--- config.mk ---
export PLATFORM = sky130hd
export DESIGN_NAME = pipeline_credit_sink
export DESIGN_NICKNAME = d
export VERILOG_FILES = /design/src/rtl/pipeline_pkg.sv /design/src/rtl/sink_fifo_mem.sv /design/src/rtl/pipeline_credit_sink.sv
export SDC_FILE = /design/constraint.sdc
export NUM_CORES = 1
export LEC_CHECK = 0
export CAP_MARGIN = 20
export CORE_MARGIN = 10
export CORE_UTILIZATION = 45
export DETAILED_ROUTE_END_ITERATION = 6
export PLACE_DENSITY = 0.62
export SETUP_SLACK_MARGIN = 0.05
export SYNTH_ARGS = -nofsm -noshare
export SYNTH_HDL_FRONTEND = slang
export SYNTH_SLANG_ARGS = --single-unit
--- constraint.sdc ---
create_clock -name clk -period 3 [get_ports clk]
set_input_delay 0.6 -clock clk [delete_from_list [all_inputs] [get_ports clk]]
set_output_delay 0.6 -clock clk [all_outputs]
set_load 0.02 [all_outputs]
--- src/rtl/pipeline_pkg.sv ---
// Shared types and width helpers for the pipeline credit sink.
package pipeline_pkg;

    typedef enum logic {DRAIN, RUN} sink_state_t;

    // Bits needed to hold the values 0..n inclusive (counters that can reach n).
    function automatic int count_w(input int n);
        return $clog2(n + 1);
    endfunction

    function automatic int ptr_w(input int depth);
        return $clog2(depth);
    endfunction

endpackage

--- src/rtl/sink_fifo_mem.sv ---
// Ring-buffer storage for the credit sink with a registered read port.
// The read port forwards a same-cycle write to the addressed slot so a push into an empty FIFO shows up one cycle later.
module sink_fifo_mem
    import pipeline_pkg::*;
#(
    parameter int DATA_WIDTH = 8,
    parameter int DEPTH      = 8,
    localparam int AW        = ptr_w(DEPTH)
) (
    input  logic                  clk,
    input  logic                  rst,
    input  logic                  wr_en,
    input  logic [AW-1:0]         wr_ptr,
    input  logic [DATA_WIDTH-1:0] wr_data,
    input  logic [AW-1:0]         rd_ptr,
    output logic [DATA_WIDTH-1:0] rd_data
);

    logic [DATA_WIDTH-1:0] mem [DEPTH];

    always_ff @(posedge clk) begin
        if (wr_en) mem[wr_ptr] <= wr_data;
    end

    always_ff @(posedge clk or posedge rst) begin
        if (rst) begin
            rd_data <= '0;
        end else if (wr_en && (wr_ptr == rd_ptr)) begin
            rd_data <= wr_data;
        end else begin
            rd_data <= mem[rd_ptr];
        end
    end

endmodule

--- src/rtl/pipeline_credit_sink.sv ---
// Credit-issuing sink at the tail of a fixed-latency, non-stallable pipeline.
// Define PIPELINE_SINK_STATUS_EN to add the fifo_count / credits_out status outputs.
module pipeline_credit_sink
    import pipeline_pkg::*;
#(
    parameter int DATA_WIDTH = 8,
    parameter int PIPELINE_N = 4,
    parameter int FIFO_DEPTH = 8,
    localparam int CW        = count_w(FIFO_DEPTH)
) (
    input  logic                  clk,
    input  logic                  rst,
    input  logic                  src_valid,
    output logic                  src_ready,
    input  logic                  pipe_valid,
    input  logic [DATA_WIDTH-1:0] pipe_data,
    output logic                  dout_valid,
    output logic [DATA_WIDTH-1:0] dout_data,
    input  logic                  dout_ready,
`ifdef PIPELINE_SINK_STATUS_EN
    output logic [CW-1:0]         fifo_count,
    output logic [CW-1:0]         credits_out,
`endif
    output logic                  overflow
);

    localparam int AW = ptr_w(FIFO_DEPTH);
    localparam int DW = count_w(PIPELINE_N);
    localparam logic [CW-1:0] DEPTH_C    = CW'(FIFO_DEPTH);
    localparam logic [DW-1:0] DRAIN_LAST = DW'(PIPELINE_N - 1);

    sink_state_t   state, state_next;
    logic [DW-1:0] drain_cnt, drain_cnt_next;
    logic [CW-1:0] credits, count;
    logic [AW-1:0] wr_ptr, rd_ptr, rd_addr;
    logic          in_run, full, issue, pop, push, drop;

    // Stale tags left in the unreset pipeline are flushed during DRAIN.
    always_comb begin
        state_next     = state;
        drain_cnt_next = drain_cnt;
        src_ready      = 1'b0;
        case (state)
            DRAIN: begin
                drain_cnt_next = drain_cnt + DW'(1);
                if (drain_cnt == DRAIN_LAST) state_next = RUN;
            end
            RUN: src_ready = (credits != '0);
            default: state_next = DRAIN;
        endcase
    end

    assign in_run     = (state == RUN);
    assign dout_valid = (count != '0);
    assign full       = (count == DEPTH_C);
    assign issue      = src_valid & src_ready;
    assign pop        = dout_valid & dout_ready;
    assign push       = in_run & pipe_valid & (~full | pop);
    assign drop       = in_run & pipe_valid & full & ~pop;
    // Look-ahead read address keeps the registered head aligned with a pop.
    assign rd_addr    = pop ? rd_ptr + AW'(1) : rd_ptr;

    always_ff @(posedge clk or posedge rst) begin
        if (rst) begin
            state     <= DRAIN;
            drain_cnt <= '0;
            credits   <= DEPTH_C;
            count     <= '0;
            wr_ptr    <= '0;
            rd_ptr    <= '0;
            overflow  <= 1'b0;
        end else begin
            state     <= state_next;
            drain_cnt <= drain_cnt_next;
            credits   <= credits - CW'(issue) + CW'(pop);
            count     <= count + CW'(push) - CW'(pop);
            if (push) wr_ptr <= wr_ptr + AW'(1);
            if (pop)  rd_ptr <= rd_addr;
            if (drop) overflow <= 1'b1;
        end
    end

    sink_fifo_mem #(
        .DATA_WIDTH (DATA_WIDTH),
        .DEPTH      (FIFO_DEPTH)
    ) u_mem (
        .clk     (clk),
        .rst     (rst),
        .wr_en   (push),
        .wr_ptr  (wr_ptr),
        .wr_data (pipe_data),
        .rd_ptr  (rd_addr),
        .rd_data (dout_data)
    );

`ifdef PIPELINE_SINK_STATUS_EN
    assign fifo_count  = count;
    assign credits_out = credits;
`endif

endmodule

# After elaboration in Yosys (flattened, before gate mapping)

Memory sizes are Yosys's and may differ from the RTL's. A register that Yosys moved wholly into a read port is not among the register bits.
Index checks and enable logic that the tools add are counted.

Flip-flop bits (word level): 19
Bits in writable memories: 64
Input bits: 13
Output and inout bits: 11
Logic and storage cells: 34
Memories kept: 1

Memory list:

| name      | depth | width | rd ports | clocked after Yosys merged registers in | write ports | RTL line            | source |
|---|---|---|---|---|---|---|---|
| u_mem.mem | 8     | 8     | 1        | 1                                       | 1           | sink_fifo_mem.sv:19 | `logic [DATA_WIDTH-1:0] mem [DEPTH];` |

$add $sub $neg: 7
Equal/unequal tests: 2
Multiplexer cells: 6
Bitwise gates (word level): 9
Reductions and logical operators: 2

Operators by type and width:

| kind                                          | number |
|---|---|
| adder 3 x 1 -> 3 bit, second input constant   | 3 |
| adder 4 x 1 -> 4 bit                          | 2 |
| nonzero test 4 bit                            | 2 |
| subtractor 4 x 1 -> 4 bit                     | 2 |
| AND 1 bit                                     | 6 |
| two-way mux 1 bit                             | 5 |
| == test 4 bit, second input constant          | 1 |
| == test 3 x 2 -> 1 bit, second input constant | 1 |
| two-way mux 3 bit                             | 1 |
| inverter 1 bit                                | 2 |
| OR 1 bit                                      | 1 |

# Depth between registers and ports, before layout

Depth after elaboration: 6
Depth in mapped cells: 12
Mapped depth without buffers: 10

# By module

From an unflattened synthesis, not the netlist that was laid out.

Cell total of the unflattened synthesis: 217
Area, all modules: 3926.3 sq um

Modules (own cells, without submodules):

| module               | instances | cells an instance | area an instance (sq um) | sequential area each (sq um) |
|---|---|---|---|---|
| sink_fifo_mem        | 1         | 127               | 2845.2                   | 2122.0 |
| pipeline_credit_sink | 1         | 90                | 1081.0                   | 476.7 |

# Least setup slack after synthesis

Ideal clock, no wire load.

Kind: input port to flip-flop
From: in dout_ready
To: reg count[2]
Data arrival time: 2476 ps
Data required time: 2877 ps
Path slack: 402 ps
Cell stages on the path: 10
Cells stage by stage: clkbuf_1 and2_1 clkbuf_1 clkbuf_1 nand2_1 o21ai_0 ha_1 inv_1 fa_1 xnor2_1

Longest elaborated chain between the ends: 5

RTL lines:

| what                          | RTL line                   | source |
|---|---|---|
| start: declaration            | pipeline_credit_sink.sv:19 | `input logic dout_ready,` |
| AND 1 bit (*)                 | pipeline_credit_sink.sv:57 | `assign pop = dout_valid & dout_ready;` |
| OR 1 bit                      | pipeline_credit_sink.sv:58 | `assign push = in_run & pipe_valid & (~full \| pop);` |
| AND 1 bit                     | pipeline_credit_sink.sv:58 |  |
| adder 4 x 1 -> 4 bit          | pipeline_credit_sink.sv:76 | `count <= count + CW'(push) - CW'(pop);` |
| subtractor 4 x 1 -> 4 bit (*) | pipeline_credit_sink.sv:76 |  |
| end signal: assignment        | pipeline_credit_sink.sv:76 |  |
| end: declaration              | pipeline_credit_sink.sv:34 | `logic [CW-1:0] credits, count;` |

Mark *: on every way between the ends. The rest lies on a longest branch, timed or not.
A chain may end at the register's enable or synchronous reset.

# Worst setup path after layout

From: reg credits[3]
To: out src_ready

Longest elaborated chain between the ends: 2

RTL lines:

| what                     | RTL line                   | source |
|---|---|---|
| start: declaration       | pipeline_credit_sink.sv:34 |  |
| start signal: assignment | pipeline_credit_sink.sv:75 | `credits <= credits - CW'(issue) + CW'(pop);` |
| nonzero test 4 bit       | pipeline_credit_sink.sv:48 | `RUN: src_ready = (credits != '0);` |
| two-way mux 1 bit        | pipeline_credit_sink.sv:43 | `case (state)` |
| end: declaration         | pipeline_credit_sink.sv:14 | `output logic src_ready,` |

No other way between the ends.

==> out/qor.txt <==
Synth Cell Area: 4671 um^2
Syn_area_per_cell: 13.12 um^2
Area of the die: 14850 um^2
Max transition margin: 0.5740
XOR/XNOR Fraction of Synth Area: 0.02331
Seq/Total Area, Yosys: 0.5564
Max clock buf depth: 2
Initial core utilization: 0.4565
Nets: 418
CTS Sinks: 91
# DRC: 0
Slowest-stage cell, CP: clkdlybuf4s50_1
CTS buffer count: 9
Initial antenna violation count: 0
Min-Delay Path Class: reg2reg
Design Power: 5.303 mW
Worst hold start: overflow
CTS resizes: 0
Compound-Gate Fraction of Synth Area: 0.08170
GRT Max-Usage Layer: met2
H-tree lvl count: 3
Simple-Gate Fraction of Synth Area: 0.09403
FF-to-FF Start: count[2]
RSZ-0062 raised after global routing: no
Crit path largest cell delay: 0.69 ns
Largest fanout on the critical path: 3
Fin. Hold Viols: 0
Wirelength per Cell: 19.82 um
Peak supply drop: 452.1 uV
RR Endpoint: u_mem.rd_data[5]
Setup TNS: 0 ns
Vias: 3020
Startpoint Class: register
Post-Synthesis Cells: 356
Leakage power: 2.064 nW
Crit end category: output port
Largest family of logic cells by synthesized area: multiplexers
Post-Route WL: 10.52 mm
Hold Path Depth: 1
Max-Cap Viols: 0
Area delta synth->final: 14.57%
# IOs: 24
Setup violations, final: 0
Number of I/O port buffers: 23
Critical path buffers and inverters: 2
EDFF count, synth: 64
Worst-path cell chain: inv_1, ha_1, a21boi_0, clkdlybuf4s50_1
Critical setup path kind: reg2out
Rows: 37
M3 GR Usage: 0.03423
Top cells by area, synth: edfxtp_1 (41%), dfrtp_1 (14%), mux2_2 (9.6%)
Critical Path Start: credits[3]
Crit path DAT: 2.10 ns
CTS tree: built
Post-route ant nets: 0
Multiplexer share of the synthesized area: 0.1650
Mapped Nets: 384
Share of synthesized flip-flops with an asynchronous set or reset: 0.2967
GRT met1 Usage: 0.1789
CTS Hold Bufs: 0
Worst Reg-to-Reg Cells: 8
Core ar.: 10230 um^2
DR pass1 iterations: 4
Top_reg_cell synth: edfxtp_1
First-pass GRT wire length: 17.11 mm
Synth area leader: edfxtp_1
Post-CTS setup buffers: 0
Largest net degree at the start of global routing: 36
Synth Area in Adders: 0.04340
Vias in the first global route: 3235
Pwr Density: 991.0 nW/um^2
DIE HEIGHT: 121.9 um
Die width: 121.9 um
Initial DRC Count: 206
Total global routing track utilization: 0.1475
Antenna cells: 0
Met2 usage: 0.2557
Yosys top cell area share: 0.4115
Cell family with the largest share of critical-path delay: buffers and inverters
Post-synthesis register bit count: 91
Fmax: 370.6 MHz
Avg Vias per Cell: 5.687
Final GP Congestion: 0.8645
Commonest cells in the netlist: edfxtp_1 (64), mux2_2 (40), nand3_1 (34)
Layout cells sized above 1: 0.2278
Synth cell types: 43
Status: finished clean
Slew @ Worst Pin: 0.6384 ns
Clock-pin slew of the registers on the worst-case setup and hold paths: 0.09 ns
Root Driver: clkbuf_8
Worst skew pair latency: 0.36 ns
Final critical-path share of the clock period: 0.8993
Final Slew Violations: 0
Total grt overflow: 0
Register-to-register setup slack: 0.40 ns
Post-DP HPWL: 7.281 mm
Clk_skew: 0.01394 ns
Critical Path RT: 2.40 ns
Synth Warn #: 0
Most frequent cell after synthesis: edfxtp_1
Hold endpoint: overflow
Min Clock Period, post-route: 2.698 ns
==> cell usage in the layout (no fill, tap or decap), types with 13 or more instances in the layout <==
| master | netlist | layout |
|---|---|---|
| buf_4 | 1 | 26 |
| clkdlybuf4s50_1 | 0 | 22 |
| dfrtp_1 | 26 | 26 |
| edfxtp_1 | 64 | 64 |
| ha_1 | 13 | 13 |
| inv_1 | 15 | 15 |
| mux2_2 | 40 | 40 |
| mux2i_1 | 32 | 32 |
| nand2_1 | 15 | 15 |
| nand3_1 | 34 | 34 |
| o2111ai_1 | 16 | 16 |
| o211ai_1 | 15 | 15 |
==> cells by family (layout without fill, tap and decap cells) <==
family                     count (synthesis)  after routing
AOI/OAI and AO/OA                         47             47
xor gates and xnor gates                  10             10
adders and majority gates                 15             15
buffers and inverters                     42             81
DFF                                       91             91
muxes                                     72             72
and+or+nand+nor                           79             79
==> worst max path at each step <==
stage | endpoint | slack (ns) | depth (start not counted)
after global placement | u_mem.rd_data[0] | 0.11 | 7
after CTS | dout_valid | 0.07 | 5
after detailed placement | count[2] | 0.07 | 9
after floorplan | count[2] | 0.40 | 10
final | src_ready | 0.30 | 4
after global routing | src_ready | 0.17 | 4
==> stage by stage <==
stage | area, um^2 | setup slack [ns] | hold slack [ns] | std cells | utilization
after floorplan | 4671 | 0.4016 | 0.4440 | 356 | -
after global placement | 5174 | 0.1131 | 0.4581 | 515 | 0.5057
after detailed placement | 5174 | 0.06770 | 0.4642 | 515 | 0.5057
after CTS | 5349 | 0.06713 | 0.4864 | 531 | 0.5228
after global routing | 5351 | 0.1681 | 0.5039 | 531 | 0.5231
final | 5351 | 0.3020 | 0.4787 | 531 | 0.5231
==> per-layer routing <==
metal	wire, um	up-vias
met4	128	0
met3	446	10
met2	5352	69
met5	0	-
li1	-	1426
met1	4597	1515
==> worst reg2reg max path, cell delays in order, from the launching register on <==
cell	delay, ns
dfrtp_1	0.37
inv_1	0.10
ha_1	0.20
or3b_4	0.48
a211o_1	0.33
xor2_2	0.17
nor4_4	0.26
buf_4	0.22
mux2_2	0.35
==> state kept, by name, indices dropped and copies added (netlist names) <==
name	flops
rd_ptr	3
wr_ptr	3
u_mem.mem	64
in_run	1
u_mem.rd_data	8
credits	4
drain_cnt	3
overflow	1
count	4
==> layout make-up <==
type                    count  area [um^2]
fillers                   869         4880
flip-flops and latches     91         2599
multi-input cells         223         1903
repair buffers             50        447.9
well taps                 136        170.2
clock buffers               9        123.9
inverters                  15        56.30
clock inverters             7        51.30
==> power breakdown <==
group	internal, mW	total (mW)	switching (mW)
sequential	1.65	1.84	0.181
clock	0.304	0.751	0.446
combinational	1.29	2.72	1.43
total	3.25	5.30	2.06
Power figures use the tool's default switching activity.
==> RTL edit: new RTL, config.mk and constraints unchanged <==
Change the parameter `FIFO_DEPTH` from 8 to 16.
--- a/src/rtl/pipeline_credit_sink.sv
+++ b/src/rtl/pipeline_credit_sink.sv
@@ -5,7 +5,7 @@
 #(
     parameter int DATA_WIDTH = 8,
     parameter int PIPELINE_N = 4,
-    parameter int FIFO_DEPTH = 8,
+    parameter int FIFO_DEPTH = 16,
     localparam int CW        = count_w(FIFO_DEPTH)
 ) (
     input  logic                  clk,
Formal check against the unedited RTL: same outputs for any inputs over 10 cycles, from zero or initial values and one cycle with rst high; that may be too few to reach the edited logic, so the function may still have changed.
==> RTL edit against the original RTL <==
Combinational power increased by 53%; sequential cell count rose by 68; routed wire length is 78% higher; sequential share of layout area up 1.3 points; count of clock-buffer cells in the layout increased by 8; total power rose by 78%; register-to-register slack got worse by 100 ps; critical path depth is 1 higher; synthesized area up 75%; final area increased by 73%; synthesized cell count grew 39%; critical endpoint is now dout_valid; worst setup slack lost 150 ps.
==> RTL edit: results <==
group,metric,value,unit
logic_synthesis,synthTopCellsByArea,"edfxtp_1 47%, mux4_2 15%, dfrtp_1 9.2%",
global_route,grt_util_met2,0.2571,
logic_synthesis,synth_compound_area_frac,0.08117,
cts,cts_root_buf,"clkbuf_16",
power_and_ir_drop,power_leakage,3.305,nW
critical_path,cp_max_fo,22,
placed_design,dp_slack,22.50,ps
power_and_ir_drop,ir_worst_vdd,0.7500,mV
critical_path,arrival,2240,ps
critical_path,slowest_delay,590,ps
cts,clkTransAtPathRegs,60,ps
logic_synthesis,synth.mux.area_fraction,0.2039,
global_route,met1_usage,0.2091,
logic_synthesis,yosys.area_share.xor_xnor,0.02302,
logic_synthesis,synth_cell_types,58,
global_route,grt_start_max_net_pins,72,
status,status,"completed",
global_route,grt_pass1_vias,4993,
placed_design,placed_area,0.008668,mm2
timing,skew,8.036,ps
detailed_routing,first_pass_iters,5,
logic_synthesis,ys_seq_area_frac,0.5667,
detailed_routing,wl_per_cell,24.27,um
logic_synthesis,synth_edf_count,128,
logic_synthesis,syn-num-nets,528,
logic_synthesis,synthAdderAreaFrac,0.03406,
cts,insertion_delay,440,ps
cts,numCtsBuffers,17,
cts,htree_levels,4,
timing,period_share,0.9479,
logic_synthesis,ys_async_sr_fraction,0.1950,
timing,max-slew-margin-rel,0.4421,
layout,top_regs,"u_mem.mem: 128 flops, u_mem.rd_data: 8 flops",
layout,drive_above_1_share,0.2754,
detailed_routing,via_per_inst,6.187,
==> RTL edit: layout make-up <==
class / instances / area (um2)
well taps: 229 / 286.5
inverters: 30 / 115.1
repair buffers: 47 / 422.9
multi-input cells: 273 / 3228
clock inverters: 15 / 178.9
flip-flops and latches: 159 / 4626
clock buffers: 17 / 425.4
fillers: 1471 / 8620
==> RTL edit: through the flow <==
stage	util	instances
2_1_floorplan	-	494
3_3_place_gp	0.4842	737
3_5_place_dp	0.4842	737
4_1_cts	0.5185	770
5_1_grt	0.5185	770
6_report	0.5185	770
==> RTL edit: where the power goes <==
group / leakage, nW / internal, mW / switching [mW]
Combinational: 1.49 / 2.06 / 2.11
Clock: 0.293 / 1.25 / 0.962
Sequential: 1.52 / 2.79 / 0.279
Total: 3.30 / 6.10 / 3.36
==> RTL edit: critical path: cells and delay by family, from the launching register on <==
kind / cells / cell delay [ps]
adders and majority gates: 1 / 190
buffers and inverters: 3 / 880
and+or+nand+nor: 1 / 350
DFF: 1 / 390
==> RTL edit: repair_timing <==
| item | CTS | global route |
|---|---|---|
| setup buffers | 1 | 0 |
| setup endpoints to repair | 1 | 0 |
| resized for setup | 1 | 0 |
==> RTL edit: path summary, 6_finish.rpt <==
| path | slack [ps] | to | cells after the start | start |
|---|---|---|---|---|
| worst max-delay path | 160 | dout_valid | 5 | count[3] |
| worst min-delay path | 470 | overflow | 1 | overflow |
| worst max register to register | 300 | count[4] | 13 | count[3] |
| worst min register to register | 470 | overflow | 1 | overflow |
| max in group asynchronous | 1750 | u_mem.rd_data[0] | 3 | rst |
| min in group asynchronous | 640 | in_run | 2 | rst |
==> RTL edit: layer usage <==
layer / vias to the layer above / share of wire / routed length, um
li1: 2085 / - / -
met1: 2481 / 0.42 / 7794
met2: 159 / 0.49 / 9218
met3: 39 / 0.065 / 1208
met4: 0 / 0.025 / 469
met5: - / 0 / 0
==> RTL edit: cell families (layout without fill, tap and decap cells) <==
group,after synthesis,count (layout)
and+or+nand+nor,72,72
adders and majority gates,21,21
DFF,159,159
buffers and inverters,62,109
xor gates and xnor gates,18,18
AOI/OAI and AO/OA,80,80
muxes,82,82
